## src/rtl/hier_fanin_collector.sv

```systemverilog
// hier_fanin_collector
// Collects result beats from NUM_CHILD child channels into one upstream
// stream. A round-robin arbiter picks among children that are valid and not
// yet finished. A single-entry output register holds the chosen beat. The
// block tracks which children have delivered their final beat and raises
// all_done once every child is finished and the output register is empty.
module hier_fanin_collector #(
    parameter int NUM_CHILD = 5,
    parameter int DATA_W    = 8,
    parameter int ID_W      = 3,
    parameter int CNT_W     = 16
) (
    input  logic                        clk,
    input  logic                        rst_n,
    input  logic                        clear,
    input  logic [NUM_CHILD-1:0]        child_valid,
    input  logic [NUM_CHILD-1:0]        child_last,
    input  logic [NUM_CHILD*DATA_W-1:0] child_data,
    output logic [NUM_CHILD-1:0]        child_ready,
    output logic                        out_valid,
    input  logic                        out_ready,
    output logic [ID_W-1:0]             out_id,
    output logic [DATA_W-1:0]           out_data,
    output logic                        out_last,
    output logic [NUM_CHILD-1:0]        done_mask,
    output logic                        all_done,
    output logic [CNT_W-1:0]            beat_count
);

    // The internal index is only as wide as needed to name a child. One
    // extra bit lets the wrap-around sum pointer+offset be formed without
    // overflow before it is reduced modulo NUM_CHILD.
    localparam int IDX_W = (NUM_CHILD > 1) ? $clog2(NUM_CHILD) : 1;
    localparam logic [IDX_W:0] NC = (IDX_W+1)'(NUM_CHILD);

    // State registers
    logic                 out_valid_q, out_valid_d;
    logic [ID_W-1:0]      out_id_q, out_id_d;
    logic [DATA_W-1:0]    out_data_q, out_data_d;
    logic                 out_last_q, out_last_d;
    logic [NUM_CHILD-1:0] done_mask_q, done_mask_d;
    logic                 all_done_q, all_done_d;
    logic [CNT_W-1:0]     beat_count_q, beat_count_d;
    logic [IDX_W-1:0]     ptr_q, ptr_d;

    // Arbitration signals
    logic                 load_en;
    logic [NUM_CHILD-1:0] eligible;
    logic                 grant_valid;
    logic [IDX_W-1:0]     grant;
    logic [IDX_W:0]       rr_idx;
    logic [IDX_W-1:0]     ptr_inc;
    logic [DATA_W-1:0]    sel_data;
    logic                 sel_last;
    logic                 accept;

    // The output register can take a new beat when it is empty or when its
    // current beat leaves upstream in this same cycle.
    assign load_en  = !out_valid_q || out_ready;
    assign eligible = child_valid & ~done_mask_q;

    // Round-robin search: walk the offsets from highest to lowest so that
    // the last hit, the one closest to the pointer, wins.
    always_comb begin
        grant_valid = 1'b0;
        grant       = '0;
        rr_idx      = '0;
        for (int k = NUM_CHILD-1; k >= 0; k--) begin
            rr_idx = {1'b0, ptr_q} + (IDX_W+1)'(k);
            if (rr_idx >= NC) begin
                rr_idx = rr_idx - NC;
            end
            if (eligible[rr_idx[IDX_W-1:0]]) begin
                grant_valid = 1'b1;
                grant       = rr_idx[IDX_W-1:0];
            end
        end
    end

    // Ready goes only to the granted child. It is suppressed during reset
    // and clear so that nothing is acknowledged in those cycles.
    always_comb begin
        child_ready = '0;
        for (int i = 0; i < NUM_CHILD; i++) begin
            child_ready[i] = rst_n && !clear && load_en && grant_valid &&
                             (grant == IDX_W'(i));
        end
    end

    // Select the payload and final-beat marker of the granted child.
    always_comb begin
        sel_data = '0;
        sel_last = 1'b0;
        for (int i = 0; i < NUM_CHILD; i++) begin
            if (grant == IDX_W'(i)) begin
                sel_data = child_data[i*DATA_W +: DATA_W];
                sel_last = child_last[i];
            end
        end
    end

    assign accept  = |(child_valid & child_ready);
    assign ptr_inc = (grant == IDX_W'(NUM_CHILD-1)) ? '0 : grant + 1'b1;

    // Next-state logic. A clear restarts the round. Otherwise an accept
    // loads the output register, which may replace a beat leaving in the
    // same cycle. With no accept, a departing beat empties the register.
    always_comb begin
        out_valid_d  = out_valid_q;
        out_id_d     = out_id_q;
        out_data_d   = out_data_q;
        out_last_d   = out_last_q;
        done_mask_d  = done_mask_q;
        beat_count_d = beat_count_q;
        ptr_d        = ptr_q;
        // Sticky once set. After every child is done nothing can refill the
        // output register, so the condition would hold on its own anyway.
        all_done_d   = all_done_q | ((&done_mask_q) & ~out_valid_q);
        if (clear) begin
            out_valid_d  = 1'b0;
            done_mask_d  = '0;
            beat_count_d = '0;
            ptr_d        = '0;
            all_done_d   = 1'b0;
        end else if (accept) begin
            out_valid_d = 1'b1;
            out_id_d    = ID_W'(grant);
            out_data_d  = sel_data;
            out_last_d  = sel_last;
            ptr_d       = ptr_inc;
            if (sel_last) begin
                done_mask_d[grant] = 1'b1;
            end
            if (beat_count_q != {CNT_W{1'b1}}) begin
                beat_count_d = beat_count_q + 1'b1;
            end
        end else if (out_valid_q && out_ready) begin
            out_valid_d = 1'b0;
        end
    end

    // State update. Reset takes priority over everything else and drops
    // any beat that is being held.
    always_ff @(posedge clk) begin
        if (!rst_n) begin
            out_valid_q  <= 1'b0;
            out_id_q     <= '0;
            out_data_q   <= '0;
            out_last_q   <= 1'b0;
            done_mask_q  <= '0;
            all_done_q   <= 1'b0;
            beat_count_q <= '0;
            ptr_q        <= '0;
        end else begin
            out_valid_q  <= out_valid_d;
            out_id_q     <= out_id_d;
            out_data_q   <= out_data_d;
            out_last_q   <= out_last_d;
            done_mask_q  <= done_mask_d;
            all_done_q   <= all_done_d;
            beat_count_q <= beat_count_d;
            ptr_q        <= ptr_d;
        end
    end

    assign out_valid  = out_valid_q;
    assign out_id     = out_id_q;
    assign out_data   = out_data_q;
    assign out_last   = out_last_q;
    assign done_mask  = done_mask_q;
    assign all_done   = all_done_q;
    assign beat_count = beat_count_q;

endmodule

```

## config.mk

```make
export PLATFORM = sky130hd
export DESIGN_NAME = hier_fanin_collector
export DESIGN_NICKNAME = d
export VERILOG_FILES = /design/src/rtl/hier_fanin_collector.sv
export SDC_FILE = /design/constraint.sdc
export NUM_CORES = 1
export LEC_CHECK = 0
export ABC_CLOCK_PERIOD_IN_PS = 5880
export CAP_MARGIN = 20
export CORE_MARGIN = 2
export CORE_UTILIZATION = 49
export CTS_CLUSTER_SIZE = 12
export DETAILED_ROUTE_END_ITERATION = 12
export GPL_ROUTABILITY_DRIVEN = 0
export PLACE_DENSITY = 0.78
export SYNTH_ARGS = -nofsm -noshare
export SYNTH_HDL_FRONTEND = slang
export SYNTH_SLANG_ARGS = --single-unit
```

## constraint.sdc

```tcl
create_clock -name clk -period 5.88 [get_ports clk]
set_clock_uncertainty 0.05 [all_clocks]
set_input_delay 1.176 -clock clk [delete_from_list [all_inputs] [get_ports clk]]
set_output_delay 1.176 -clock clk [all_outputs]
set_load 0.05 [all_outputs]
```

==> run_results.csv <==
group,metric,value,unit
placement,post-dp-hpwl,8259,um
yosys,synth_top_area_cell,"dfxtp_1",
pwr,p_sw,1158,uW
clock_network,cts.sinks,38,
yosys,mappedNetlistArea,0.003377,mm^2
global_routing,grt_max_degree,33,
yosys,ys_types,74,
cells_and_area,num-nets-final,588,
yosys,synth.area.top_cells,"dfxtp_1 23%, a21oi_1 4.9%, nand2_1 4.2%",
clock_network,clock_latency,0.30,ns
detailed_routing,vias,3850,
status,status,"complete, no violations",
clock_network,path_clk_slew,0.08,ns
yosys,syn_avg_cell_area,7.872,um^2
detailed_routing,routed_via_density,6.385,
clock_network,cts_buffers,5,
setup_path,cp.arrival,4.34,ns
timing,setup_violations,0,
clock_network,postCtsSetupBuffers,0,
yosys,synth_ff_type,"dfxtp_1",
pwr,p_seq_share,15.7,%
pwr,ir_worst_vdd,345.2,uV
setup_path,reg2reg_depth,16,
setup_path,critical_path_required,4.65,ns
yosys,seq_area_frac_synth,22.53,%
pwr,clockPowerShare,12.0,%
pwr,p_int,1123,uW
timing,relSlewSlack,58.89,%
yosys,async_flop_share,0,%
yosys,synth_warnings,0,
yosys,synth_nets,495,
setup_path,path_class,"input pin to output pin",
detailed_routing,firstDrtPassIters,5,
yosys,synth_top_area_share,22.53,%
timing,setup_slack,0.3175,ns
pwr,p_per_area,499.8,mW/mm^2
timing,tns,0,ns
placement,port_buffers,93,
yosys,syn-instance-count,429,
pwr,swShare,50.78,%
global_routing,grt_pass1_vias,3725,
timing,fmax,179.8,MHz
setup_path,r2r_end,"beat_count[10]",
cells_and_area,antenna_cells,0,
detailed_routing,avgRoutedWirePerCell,18.34,um
cells_and_area,final_util,67.93,%
setup_path,start_kind,"input pin",
pwr,p_leak,0.001660,uW
hold_path,whs_endpoint,"all_done",
global_routing,antenna_found_initial,0,
cells_and_area,drive_gt1_share,12.81,%
global_routing,overflow,0,
setup_path,r2r_start,"ptr_q[2]",
flow_run,drv_cap,0,
die,start_util,50.26,%
clock_network,htree_levels,2,
setup_path,r2r_setup_slack,1.00,ns
timing,max_slew.worst_pin.slew,0.6167,ns
timing,drv_slew,0,
yosys,synth-edff-count,0,
clock_network,cts_tree,"done",
hold_path,hold_path.startpoint,"all_done",
hold_path,hold_path.class,"register to register",
yosys,yosys_register_bits,38,
setup_path,crit_fanout,6,
cells_and_area,area_growth,35.16,%
detailed_routing,drtAntennaViolNets,0,
clock_network,clockBufferDepth,2,
detailed_routing,wirelength,11060,um
timing,hold_viol,0,
placement,pre_cts_slack,0.3507,ns
die,die_area,0.007572,mm^2
hold_path,hold_depth,2,
global_routing,grtUsageTotal,30.37,%
timing,timing.final.crit_share,94.60,%
die,rows,30,
yosys,synth_commonest_cells,"38 x dfxtp_1, 38 x nand2_1, 33 x a21oi_1",
die,io-pin-count,94,
timing,rsz0062_at_grt,"no",
die,die_w,87.02,um
pwr,combPwrFrac,72.3,%
setup_path,end_kind,"output pin",
clock_network,cts-root-buf,"clkbuf_8",
detailed_routing,drc_errors,0,
die,core,0.006719,mm^2
die,fp.dieH,87.02,um
global_routing,grt_pass1_wl,18280,um
timing,period_minus_slack,5.563,ns
detailed_routing,drt_iter0_markers,280,
flip-flops by register name, summed over array words and instances, names as in the netlist:
register,count
ptr_q,3
out_valid,1
done_mask,5
out_last,1
all_done,1
out_id,3
beat_count,16
out_data,8
layout make-up:
class	instances	area, um^2
Clock buffer	5	68.82
Clock inverter	3	68.82
Fill cell	567	2155
Inverter	14	55.05
Multi-Input combinational cell	355	2441
Sequential cell	38	762.0
Tap cell	80	100.1
Timing Repair Buffer	108	1069
per-stage QoR:
stage / power, uW / cells / cell area, um^2 / hold WS, ns
floorplan: 1524 / 429 / 3377 / 0.6406
global placement: 1938 / 595 / 4418 / 0.4065
detailed placement: 1958 / 595 / 4418 / 0.4150
CTS: 2246 / 603 / 4556 / 0.4338
global route: 2433 / 603 / 4564 / 0.4609
finish: 2281 / 603 / 4564 / 0.4351
worst max-delay path, cell delays in order:
cell	delay [ns]
clkdlybuf4s50_1	0.50
nor2b_1	0.38
nor2_1	0.07
mux4_2	0.49
o21ai_1	0.33
a311oi_1	0.13
o311a_4	0.45
inv_4	0.06
ha_1	0.15
ha_1	0.16
inv_1	0.05
nor2_1	0.21
buf_12	0.17
what timing repair did:
item	in CTS	in global routing
resized for setup	0	3
endpoints found under the setup margin	0	4
hold buffers	0	0
cells in the final DEF (no fill, tap or decap), types with 11 or more instances in the layout:
cell,count
nand2_1,38
nand2b_1,15
o211ai_1,11
clkdlybuf4s50_1,88
mux2_2,11
buf_4,17
o21ai_0,14
nor3_1,11
nand3_1,19
nor2_1,28
dfxtp_1,37
nand4_1,12
mux2i_1,11
a21oi_1,33
o31ai_1,12
cells by family after synthesis:
kind of cell / share of synthesized area [%]
compound gates: 29.35
buf+inv: 5.410
xor+xnor: 2.075
simple gates: 27.71
mux: 8.262
fa+ha+maj: 4.668
flops: 22.53
layer usage:
metal  part of all wire, %  track usage, %  up-vias
li1                      -               -     1836
met3                   9.0           7.204       39
met1                    41           40.33     1757
met2                    46           46.91      218
met5                     0               0        -
met4                   3.1           13.07        0
how the worst max path moves through the flow:
stage / start / depth (start not counted) / end / slack (ns)
3_5_place_dp: child_valid[3] / 11 / child_ready[1] / 0.35
4_1_cts: ptr_q[1] / 13 / child_ready[3] / 0.15
5_1_grt: child_valid[2] / 13 / child_ready[3] / 0.08
3_3_place_gp: child_valid[2] / 13 / child_ready[3] / 0.36
2_1_floorplan: ptr_q[0] / 18 / child_ready[3] / 0.31
6_report: child_valid[2] / 13 / child_ready[3] / 0.32
power by group through the flow:
stage | registers [uW] | logic [uW] | clock network, uW
finish | 357 | 1650 | 274
global route | 365 | 1780 | 291
CTS | 354 | 1610 | 277
detailed placement | 359 | 1600 | 0
global placement | 358 | 1580 | 0
floorplan | 486 | 1040 | 0
(Power assumes the default switching activity.)
